### src/rtl/decode_queue_pkg.sv
// Shared types for the decode stage: operation enum, decoded record and base opcodes.
package decode_queue_pkg;

  localparam int unsigned DecXlen = 64;

  typedef logic [31:0] inst_t;

  typedef enum logic [5:0] {
    NOP, LUI, AUIPC, JAL, JALR,
    BEQ, BNE, BLT, BGE, BLTU, BGEU,
    LB, LH, LW, LD, LBU, LHU, LWU,
    SB, SH, SW, SD,
    ADDI, SLTI, SLTIU, XORI, ORI, ANDI, SLLI, SRLI, SRAI,
    ADD, SUB, SLL, SLT, SLTU, XOR, SRL, SRA, OR, AND,
    ADDIW, SLLIW, SRLIW, SRAIW,
    ADDW, SUBW, SLLW, SRLW, SRAW,
    MUL, MULH, MULHSU, MULHU, DIV, DIVU, REM, REMU,
    MULW, DIVW, DIVUW, REMW, REMUW
  } op_e;

  // Immediate/operand layout; the Sh formats carry a zero-extended shift amount.
  typedef enum logic [2:0] {FmtR, FmtI, FmtS, FmtB, FmtU, FmtJ, FmtSh6, FmtSh5} fmt_e;

  typedef struct packed {
    logic [DecXlen-1:0] pc;
    op_e                op;
    logic [4:0]         rd;
    logic [4:0]         rs1;
    logic [4:0]         rs2;
    logic [DecXlen-1:0] imm;
    logic               illegal;
  } decoded_t;

  localparam logic [6:0] OPC_OP        = 7'b0110011;
  localparam logic [6:0] OPC_OP_IMM    = 7'b0010011;
  localparam logic [6:0] OPC_OP_32     = 7'b0111011;
  localparam logic [6:0] OPC_OP_IMM_32 = 7'b0011011;
  localparam logic [6:0] OPC_LOAD      = 7'b0000011;
  localparam logic [6:0] OPC_STORE     = 7'b0100011;
  localparam logic [6:0] OPC_BRANCH    = 7'b1100011;
  localparam logic [6:0] OPC_JAL       = 7'b1101111;
  localparam logic [6:0] OPC_JALR      = 7'b1100111;
  localparam logic [6:0] OPC_LUI       = 7'b0110111;
  localparam logic [6:0] OPC_AUIPC     = 7'b0010111;

endpackage

### src/rtl/decode_queue_inst_decoder.sv
// Combinational RV64I(+M) decoder: one raw instruction word to op, registers and immediate.
module decode_queue_inst_decoder
  import decode_queue_pkg::*;
#(
  parameter int unsigned XLEN     = DecXlen,
  parameter bit          ENABLE_M = 1'b1
) (
  input  logic [31:0]     inst,
  output op_e             op,
  output logic [4:0]      rd,
  output logic [4:0]      rs1,
  output logic [4:0]      rs2,
  output logic [XLEN-1:0] imm,
  output logic            illegal
);

  logic [6:0] opcode;
  logic [6:0] funct7;
  logic [5:0] funct6;
  logic [2:0] funct3;
  logic       m_sel;
  op_e        op_raw;
  fmt_e       fmt;
  logic       hit;
  logic [XLEN-1:0] imm_raw;

  assign opcode = inst[6:0];
  assign funct3 = inst[14:12];
  assign funct7 = inst[31:25];
  assign funct6 = inst[31:26];
  assign m_sel  = ENABLE_M && (funct7 == 7'h01);

  always_comb begin
    op_raw = NOP;
    fmt    = FmtR;
    hit    = 1'b1;
    case (opcode)
      OPC_LUI:   begin op_raw = LUI;   fmt = FmtU; end
      OPC_AUIPC: begin op_raw = AUIPC; fmt = FmtU; end
      OPC_JAL:   begin op_raw = JAL;   fmt = FmtJ; end
      OPC_JALR:  begin op_raw = JALR;  fmt = FmtI; hit = (funct3 == 3'd0); end
      OPC_BRANCH: begin
        fmt = FmtB;
        case (funct3)
          3'd0: op_raw = BEQ;
          3'd1: op_raw = BNE;
          3'd4: op_raw = BLT;
          3'd5: op_raw = BGE;
          3'd6: op_raw = BLTU;
          3'd7: op_raw = BGEU;
          default: hit = 1'b0;
        endcase
      end
      OPC_LOAD: begin
        fmt = FmtI;
        case (funct3)
          3'd0: op_raw = LB;
          3'd1: op_raw = LH;
          3'd2: op_raw = LW;
          3'd3: op_raw = LD;
          3'd4: op_raw = LBU;
          3'd5: op_raw = LHU;
          3'd6: op_raw = LWU;
          default: hit = 1'b0;
        endcase
      end
      OPC_STORE: begin
        fmt = FmtS;
        case (funct3)
          3'd0: op_raw = SB;
          3'd1: op_raw = SH;
          3'd2: op_raw = SW;
          3'd3: op_raw = SD;
          default: hit = 1'b0;
        endcase
      end
      OPC_OP_IMM: begin
        fmt = FmtI;
        case (funct3)
          3'd0: op_raw = ADDI;
          3'd2: op_raw = SLTI;
          3'd3: op_raw = SLTIU;
          3'd4: op_raw = XORI;
          3'd6: op_raw = ORI;
          3'd7: op_raw = ANDI;
          3'd1: begin op_raw = SLLI; fmt = FmtSh6; hit = (funct6 == 6'h00); end
          default: begin
            fmt = FmtSh6;
            if (funct6 == 6'h00)      op_raw = SRLI;
            else if (funct6 == 6'h10) op_raw = SRAI;
            else                      hit = 1'b0;
          end
        endcase
      end
      OPC_OP_IMM_32: begin
        fmt = FmtSh5;
        case (funct3)
          3'd0: begin op_raw = ADDIW; fmt = FmtI; end
          3'd1: begin op_raw = SLLIW; hit = (funct7 == 7'h00); end
          3'd5: begin
            if (funct7 == 7'h00)      op_raw = SRLIW;
            else if (funct7 == 7'h20) op_raw = SRAIW;
            else                      hit = 1'b0;
          end
          default: hit = 1'b0;
        endcase
      end
      OPC_OP: begin
        if (funct7 == 7'h00) begin
          case (funct3)
            3'd0: op_raw = ADD;
            3'd1: op_raw = SLL;
            3'd2: op_raw = SLT;
            3'd3: op_raw = SLTU;
            3'd4: op_raw = XOR;
            3'd5: op_raw = SRL;
            3'd6: op_raw = OR;
            default: op_raw = AND;
          endcase
        end else if (funct7 == 7'h20) begin
          case (funct3)
            3'd0: op_raw = SUB;
            3'd5: op_raw = SRA;
            default: hit = 1'b0;
          endcase
        end else if (m_sel) begin
          case (funct3)
            3'd0: op_raw = MUL;
            3'd1: op_raw = MULH;
            3'd2: op_raw = MULHSU;
            3'd3: op_raw = MULHU;
            3'd4: op_raw = DIV;
            3'd5: op_raw = DIVU;
            3'd6: op_raw = REM;
            default: op_raw = REMU;
          endcase
        end else begin
          hit = 1'b0;
        end
      end
      OPC_OP_32: begin
        if (funct7 == 7'h00) begin
          case (funct3)
            3'd0: op_raw = ADDW;
            3'd1: op_raw = SLLW;
            3'd5: op_raw = SRLW;
            default: hit = 1'b0;
          endcase
        end else if (funct7 == 7'h20) begin
          case (funct3)
            3'd0: op_raw = SUBW;
            3'd5: op_raw = SRAW;
            default: hit = 1'b0;
          endcase
        end else if (m_sel) begin
          case (funct3)
            3'd0: op_raw = MULW;
            3'd4: op_raw = DIVW;
            3'd5: op_raw = DIVUW;
            3'd6: op_raw = REMW;
            3'd7: op_raw = REMUW;
            default: hit = 1'b0;
          endcase
        end else begin
          hit = 1'b0;
        end
      end
      default: hit = 1'b0;
    endcase
  end

  always_comb begin
    case (fmt)
      FmtI:    imm_raw = {{(XLEN-12){inst[31]}}, inst[31:20]};
      FmtS:    imm_raw = {{(XLEN-12){inst[31]}}, inst[31:25], inst[11:7]};
      FmtB:    imm_raw = {{(XLEN-13){inst[31]}}, inst[31], inst[7], inst[30:25], inst[11:8], 1'b0};
      FmtU:    imm_raw = {{(XLEN-32){inst[31]}}, inst[31:12], 12'h000};
      FmtJ:    imm_raw = {{(XLEN-21){inst[31]}}, inst[31], inst[19:12], inst[20], inst[30:21],
                          1'b0};
      FmtSh6:  imm_raw = {{(XLEN-6){1'b0}}, inst[25:20]};
      FmtSh5:  imm_raw = {{(XLEN-5){1'b0}}, inst[24:20]};
      default: imm_raw = '0;
    endcase
  end

  // Illegal words collapse to an all-zero NOP record so nothing downstream sees stale fields.
  always_comb begin
    illegal = !hit || (inst[1:0] != 2'b11);
    op      = NOP;
    rd      = '0;
    rs1     = '0;
    rs2     = '0;
    imm     = '0;
    if (!illegal) begin
      op  = op_raw;
      rd  = (fmt == FmtS || fmt == FmtB) ? 5'd0 : inst[11:7];
      rs1 = inst[19:15];
      rs2 = (fmt == FmtR || fmt == FmtS || fmt == FmtB) ? inst[24:20] : 5'd0;
      imm = imm_raw;
    end
  end

endmodule

### src/rtl/decode_queue.sv
// Decode stage: decodes one instruction per cycle into a DEPTH-entry queue with flush support.
module decode_queue
  import decode_queue_pkg::*;
#(
  parameter int unsigned XLEN     = DecXlen,
  parameter int unsigned DEPTH    = 2,
  parameter bit          ENABLE_M = 1'b1
) (
  input  logic            clk,
  input  logic            rst_n,
  input  logic            flush,
  input  logic            in_valid,
  output logic            in_ready,
  input  logic [31:0]     in_inst,
  input  logic [XLEN-1:0] in_pc,
  output logic            out_valid,
  input  logic            out_ready,
  output decoded_t        out_dec
);

  localparam int unsigned PtrW = (DEPTH > 1) ? $clog2(DEPTH) : 1;
  localparam int unsigned CntW = $clog2(DEPTH + 1);
  localparam logic [PtrW-1:0] LastPtr = PtrW'(DEPTH - 1);
  localparam logic [CntW-1:0] FullCnt = CntW'(DEPTH);

  decoded_t        mem_q [DEPTH];
  logic [PtrW-1:0] wr_ptr_q, wr_ptr_d, rd_ptr_q, rd_ptr_d;
  logic [CntW-1:0] count_q, count_d;
  logic            live_q;
  logic            push, pop;

  op_e             dec_op;
  logic [4:0]      dec_rd, dec_rs1, dec_rs2;
  logic [XLEN-1:0] dec_imm;
  logic            dec_illegal;
  decoded_t        in_dec;

  decode_queue_inst_decoder #(
    .XLEN    (XLEN),
    .ENABLE_M(ENABLE_M)
  ) u_dec (
    .inst   (in_inst),
    .op     (dec_op),
    .rd     (dec_rd),
    .rs1    (dec_rs1),
    .rs2    (dec_rs2),
    .imm    (dec_imm),
    .illegal(dec_illegal)
  );

  assign in_dec = '{pc: in_pc, op: dec_op, rd: dec_rd, rs1: dec_rs1, rs2: dec_rs2,
                    imm: dec_imm, illegal: dec_illegal};

  // live_q holds in_ready low until the first clock after reset release.
  assign out_valid = (count_q != '0);
  assign in_ready  = live_q && !flush && ((count_q < FullCnt) || (out_valid && out_ready));
  assign push      = in_valid && in_ready;
  assign pop       = out_valid && out_ready && !flush;
  assign out_dec   = mem_q[rd_ptr_q];

  always_comb begin
    wr_ptr_d = wr_ptr_q;
    rd_ptr_d = rd_ptr_q;
    count_d  = count_q;
    if (flush) begin
      wr_ptr_d = '0;
      rd_ptr_d = '0;
      count_d  = '0;
    end else begin
      if (push) wr_ptr_d = (wr_ptr_q == LastPtr) ? '0 : wr_ptr_q + 1'b1;
      if (pop)  rd_ptr_d = (rd_ptr_q == LastPtr) ? '0 : rd_ptr_q + 1'b1;
      if (push && !pop)      count_d = count_q + 1'b1;
      else if (pop && !push) count_d = count_q - 1'b1;
    end
  end

  always_ff @(posedge clk or negedge rst_n) begin
    if (!rst_n) begin
      wr_ptr_q <= '0;
      rd_ptr_q <= '0;
      count_q  <= '0;
      live_q   <= 1'b0;
    end else begin
      wr_ptr_q <= wr_ptr_d;
      rd_ptr_q <= rd_ptr_d;
      count_q  <= count_d;
      live_q   <= 1'b1;
    end
  end

  always_ff @(posedge clk) begin
    if (push) mem_q[wr_ptr_q] <= in_dec;
  end

endmodule

### config.mk
export PLATFORM = sky130hd
export DESIGN_NAME = decode_queue
export DESIGN_NICKNAME = d
export VERILOG_FILES = /design/src/rtl/decode_queue_pkg.sv /design/src/rtl/decode_queue_inst_decoder.sv /design/src/rtl/decode_queue.sv
export SDC_FILE = /design/constraint.sdc
export NUM_CORES = 1
export LEC_CHECK = 0
export CAP_MARGIN = 20
export CELL_PAD_IN_SITES_DETAIL_PLACEMENT = 0
export CELL_PAD_IN_SITES_GLOBAL_PLACEMENT = 1
export CORE_MARGIN = 3
export CORE_UTILIZATION = 44
export DETAILED_ROUTE_END_ITERATION = 7
export PLACE_DENSITY_LB_ADDON = 0.1
export SLEW_MARGIN = 20
export SYNTH_ARGS = -nofsm -noshare
export SYNTH_HDL_FRONTEND = slang
export SYNTH_HIERARCHICAL = 1
export SYNTH_SLANG_ARGS = --single-unit
### constraint.sdc
create_clock -name clk -period 6.2 [get_ports clk]
set_input_delay 1.55 -clock clk [delete_from_list [all_inputs] [get_ports clk]]
set_output_delay 1.55 -clock clk [all_outputs]
set_load 0.05 [all_outputs]
== Yosys cells after proc, flatten, opt, wreduce, memory -nomap -nowiden ==
Memories as Yosys holds them, arrays and structs flattened.
Cells that the tools add are included.

* Register bits after elaboration: 5
* Memory bits (writable): 300
* Input port bits: 101
* Output and inout bits: 152
* Logic and storage cells: 136
* Memories: 1

{| class="wikitable"
|+ Memory list
! memory !! words !! bits a word !! read ports !! clocked after Yosys merged registers in !! wr ports !! RTL line !! text
|-
| mem_q || 2 || 150 || 1 || 0 || 1 || decode_queue.sv:26 || <nowiki>decoded_t mem_q [DEPTH];</nowiki>
|}

* $add $sub $neg: 4
* $lt $le $gt $ge: 1
* Eq/ne operators: 29
* Muxes and demuxes: 63
* Reduce and logical (&&, ||, !) cells: 34

{| class="wikitable"
|+ Operator list
! kind !! count
|-
| case mux 64 bit (7 select lines) || 1
|-
| case mux 6 bit (7 select lines) || 2
|-
| case mux 6 bit (11 select lines) || 1
|-
| two-way mux 64 bit || 1
|-
| two-way mux 6 bit || 10
|-
| case mux 6 bit (3 select lines) || 2
|-
| == test 7 x 6 -> 1 bit, second input constant || 5
|-
| case mux 5 bit (7 select lines) || 1
|-
| two-way mux 5 bit || 6
|-
| case mux 6 bit (5 select lines) || 1
|-
| case mux 4 bit (7 select lines) || 1
|-
| == test 3 bit, second input constant || 8
|-
| two-way mux 1 bit || 24
|-
| case mux 4 bit (6 select lines) || 1
|-
| case mux 6 bit (2 select lines) || 2
|-
| == test 7 x 5 -> 1 bit, second input constant || 3
|-
| == test 7 bit, second input constant || 3
|-
| case mux 3 bit (7 select lines) || 1
|-
| case mux 5 bit (4 select lines) || 1
|-
| == test 3 x 2 -> 1 bit, second input constant || 4
|-
| OR reduction 6 bit || 2
|-
| case mux 1 bit (9 select lines) || 1
|-
| == test 7 x 1 -> 1 bit, second input constant || 1
|-
| == test 7 x 2 -> 1 bit, second input constant || 1
|-
| other kinds (24) || 48
|}

== Logic depth before layout (Yosys ltp) ==
* Word-level depth: 10
* Gate-level depth with buffers: 10
* Gate-level depth less buffers: 6

== By module ==
The synthesis kept the hierarchy.

{| class="wikitable"
|+ By module, submodules not included
! module !! times used !! cells an instance !! area an instance (sq um) !! seq. area each (sq um)
|-
| decode_queue || 1 || 495 || 11471.0 || 9133.8
|-
| decode_queue_inst_decoder || 1 || 323 || 1979.4 || 0.0
|}

== Worst setup path before layout ==
OpenSTA, ideal clock, no wires.

* Path type: input -> register
* Start point: input port out_ready
* End point: memory mem_q[1][0] in the netlist's numbering, enable pin
* Library setup time: 0.529 ns
* Arrival time: 5.910 ns
* Data required time: 5.671 ns
* Slack: -0.239 ns
* Stages on the path: 3
* Path buffers: 0
* Cells stage by stage: nor2b_4 > nor3b_2 > and3_1

* Longest elaborated chain between the ends: 6

{| class="wikitable"
|+ Ends and longest elaborated chain
! element !! RTL line !! text
|-
| start, declared || decode_queue.sv:17 || <nowiki>input logic out_ready,</nowiki>
|-
| logical AND 1 bit || decode_queue.sv:56 || <nowiki>assign in_ready = live_q && !flush && ((count_q < FullCnt) || (out_valid && out_ready));</nowiki>
|-
| logical OR 1 bit || decode_queue.sv:56 ||
|-
| logical AND 1 bit || decode_queue.sv:56 ||
|-
| net in_ready || decode_queue.sv:13 || <nowiki>output logic in_ready,</nowiki>
|-
| logical AND 1 bit || decode_queue.sv:57 || <nowiki>assign push = in_valid && in_ready;</nowiki>
|-
| two-way mux 1 bit || decode_queue.sv:92 || <nowiki>if (push) mem_q[wr_ptr_q] <= in_dec;</nowiki>
|-
| two-way mux 1 bit (not written as such) || decode_queue.sv:92 ||
|-
| end, declared || decode_queue.sv:26 ||
|}

The timed path passes the listed nets, and every way through them passes these cells.

== Final worst setup path ==
* Start point: input port out_ready
* End point: output port in_ready

* Longest elaborated chain between the ends: 3

{| class="wikitable"
|+ Ends and longest elaborated chain
! element !! RTL line
|-
| logical AND 1 bit || decode_queue.sv:56
|-
| logical OR 1 bit || decode_queue.sv:56
|-
| logical AND 1 bit || decode_queue.sv:56
|-
| end, declared || decode_queue.sv:13
|}

Every way passes these cells.

==> impl_summary.md <==
Timing
The tightest hold path in the finished design has a slack of 547 ps. The share of the clock period used by the worst path after layout is 0.786. The worst slew margin relative to its limit is 0.313. At the pin with the least slew margin, the transition time is 1030 ps. The final-report hold violation count is 0. Setup repair after global routing left no endpoint under its margin. The clock skew after layout is 21.5 ps. Counting I/O delays and the setup requirement, the final critical path takes 4870 ps. The final-report setup violation count is 0.

The maximum clock frequency is 205 MHz. The total count of max-transition violations in the final report is 0. Adding up every negative setup slack in the final design gives 0 ps.

Placement
The congestion estimate from routability-driven global placement came to 0.885. The HPWL reported at the end of detailed placement is 20,000 µm. The count of input and output buffers is 252.

Setup path
Along the worst path, the maximum fanout reaches 6. The path depth of the worst reg2reg path is 4. The required time of the critical path is 4650 ps. The slowest stage of the critical path is the clkdlybuf4s50_1 cell. The worst setup path is of the in -> out kind. The worst register-to-register path ends at mem_q[1][103]$_DFFE_PP_. STA classifies the critical path endpoint as a primary output. Traced cell by cell, the critical path runs through clkdlybuf4s50_1 -> nor2b_4 -> nor3b_2 -> clkdlybuf4s50_1.

The worst flop-to-flop path startpoint is count_q[1]$_DFFE_PN0P_. The most prevalent standard cell on the critical path is clkdlybuf4s50_1. For this run, the slowest stage of the critical path takes 850 ps. Across all register-to-register paths, the minimum setup slack is 3620 ps. At the worst endpoint, the arrival time is 3320 ps. The worst setup path is launched from a primary input.

Synthesis
For this run, the leading register cell type out of synthesis is edfxtp_1. The mean instance size in the synthesized netlist is 16.4 µm². The share of the Yosys chip area taken by registers is 0.679. The count of synthesis-stage warnings from yosys is 6. The fraction of synthesized cell area taken by the top area cell type is 0.670.

By area the synthesized netlist is led by edfxtp_1, mux2_4, mux2_2. The cell type contributing the most total cell area after synthesis is edfxtp_1. The synthesized instance count is 818. Counting flops and latches in the post-synthesis netlist gives 305.

In this run the cell area of the synthesized design comes to 13,500 µm². When the netlist entered floorplanning its net count stood at 919. The number of library cell types mapped by synthesis is 72. Of all flip-flops after synthesis, the portion carrying an async set or reset was 0.0164. The most common cell in the synthesized netlist is edfxtp_1. Ranked by instance count, the synthesized netlist is headed by edfxtp_1, mux2_4, mux2_2. The number of enable flip-flop cells after synthesis is 300.

Detailed routing
The DRC marker count from the first detailed-route iteration is 537. Dividing the detail-routed wire length by the instance count gives 20.8 µm. Dividing the detail-routed via count by the number of cells gives 5.31. For this run, design rule violations remaining after detail routing come to 0.

The final antenna-violating net count is 0. The detailed-route via count is 7,754. The routed design has 30,300 µm of wire.

The count of TritonRoute iterations in the first routing pass is 5.

Clock network
Hold repair after CTS inserted 0 buffers. The clock drives 305 sinks. The master cell of the clock root buffer is clkbuf_16.

The source-to-sink clock delay at the later pin of the worst-skew pair is 510 ps. Counting the buffers created by CTS gives 35. TritonCTS built the clock tree. The clock passes through at most 3 buffers. The H-tree was split into 2 levels. Post-CTS repair changed the size of 0 cells. The clock transition time at the flip-flop clock pins of the worst setup and hold paths is 60 ps.

The number of setup buffers added after CTS is 0.

Floorplan
From left edge to right edge, the die measures 181 µm. The die footprint is 32,700 µm². The vertical die dimension is 181 µm. In this run the standard cell core region covers 29,900 µm². The floorplan has 63 rows.

The starting density of the core is 0.450. The I/O pin count is 253.

Global route
The global routing usage summed across all routing layers is 0.182. The total grt overflow is 0. The number of antenna violations at the first check in global routing was 2. The via count of the first global-routing pass is 7,901.

The first-pass GRT wire length is 47,100 µm. Entering global routing, the biggest net connects 75 pins.

Worst hold path
The hold-critical path endpoint is count_q[0]$_DFFE_PN0P_. The start point of the worst hold path is count_q[0]$_DFFE_PN0P_. The tightest min-delay check is of the reg -> reg type. Counting instances, the worst hold path has a depth of 1.

Run status
The flow ran to the end, and the final reports show no timing, DRC or antenna violations.

Power and ir drop
In this run the power density over the cells is 293 nW/µm². The worst-case IR drop observed on VDD is 0.248 mV. Summed over all cells, the static leakage comes to 5.89 nW.

Finish
The filler cell count is 2,390. Of the cells placed in the final design, the portion with a size suffix greater than 1 is 0.232. Compared with the post-synthesis result, the final layout area differs by 28.2%. For this run, the post-layout net count is 1,144.

Flow run
The max-cap check violation count is 0.
==> final cells by class <==
class / instances / area (µm²) / area share
Clock buffer: 40 / 916 / 0.0531
Multi-Input combinational cell: 426 / 3790 / 0.220
Inverter: 7 / 26.3 / 0.00152
Timing Repair Buffer: 268 / 2660 / 0.154
Clock inverter: 22 / 228 / 0.0132
Tap cell: 390 / 488 / 0.0283
Sequential cell: 305 / 9140 / 0.530
Antenna cell: 1 / 2.50 / 0.000145
==> metrics by stage <==
step                instances  power, mW  setup WS (ps)  utilization  instance area (µm²)
floorplan                 818       2.83           1450            -                13500
global placement         1396       3.08           1350        0.539                16100
detailed placement       1396       3.08           1350        0.539                16100
CTS                      1458       5.13           1340        0.577                17200
global route             1459       5.25           1260        0.577                17200
finish                   1459       5.05           1330        0.577                17200
==> per-layer routing <==
metal / up-vias / GRT usage / part of all wire / wire, µm
met4: 2 / 0.0488 / 0.018 / 554
met3: 43 / 0.0370 / 0.056 / 1690
met1: 3861 / 0.244 / 0.43 / 12900
met5: - / 0 / 0.00043 / 13
met2: 256 / 0.303 / 0.50 / 15100
li1: 3592 / - / - / -
==> placed cells by master, fill, tap and decap left out, types with 7 or more instances in the layout <==
cell type / instances
edfxtp_1: 300
clkdlybuf4s50_1: 252
mux2_4: 90
mux2_2: 61
a21oi_1: 38
clkbuf_16: 36
nand2_1: 35
nor2_1: 30
o21ai_0: 15
buf_4: 15
nor2b_1: 10
nand3_1: 9
clkinv_1: 8
nor3_1: 8
inv_1: 7
==> cells by family after synthesis <==
logic type      synth area share
flops                      0.679
other cells             0.000279
xor+xnor                 0.00130
mux                        0.153
simple gates              0.0723
compound gates            0.0531
buf+inv                   0.0409
==> worst max-delay path: cells and delay by family <==
kind	cells	cell delay [ps]
buffers and inverters	2	1470
and+or+nand+nor	2	300
==> flip-flops by register name, summed over array words and instances, names as in the netlist <==
| register | count |
|---|---|
| count_q | 2 |
| wr_ptr_q | 1 |
| mem_q | 300 |
| rd_ptr_q | 1 |
| live_q | 1 |
==> report_power, final <==
group	internal (mW)	total, mW	switching, mW
Clock	1.23	2.02	0.789
Sequential	2.30	2.32	0.0162
Combinational	0.287	0.717	0.430
==> worst max path at each step <==
stage / startpoint / to / slack (ps) / depth (start not counted)
CTS: out_ready / in_ready / 1340 / 4
floorplan: out_ready / mem_q[0][0]$_DFFE_PP_ / 1450 / 3
finish: out_ready / in_ready / 1330 / 4
detailed placement: out_ready / in_ready / 1350 / 4
global placement: out_ready / in_ready / 1350 / 4
global route: out_ready / in_ready / 1260 / 4
Note: power is estimated with default switching activity, not from simulation.
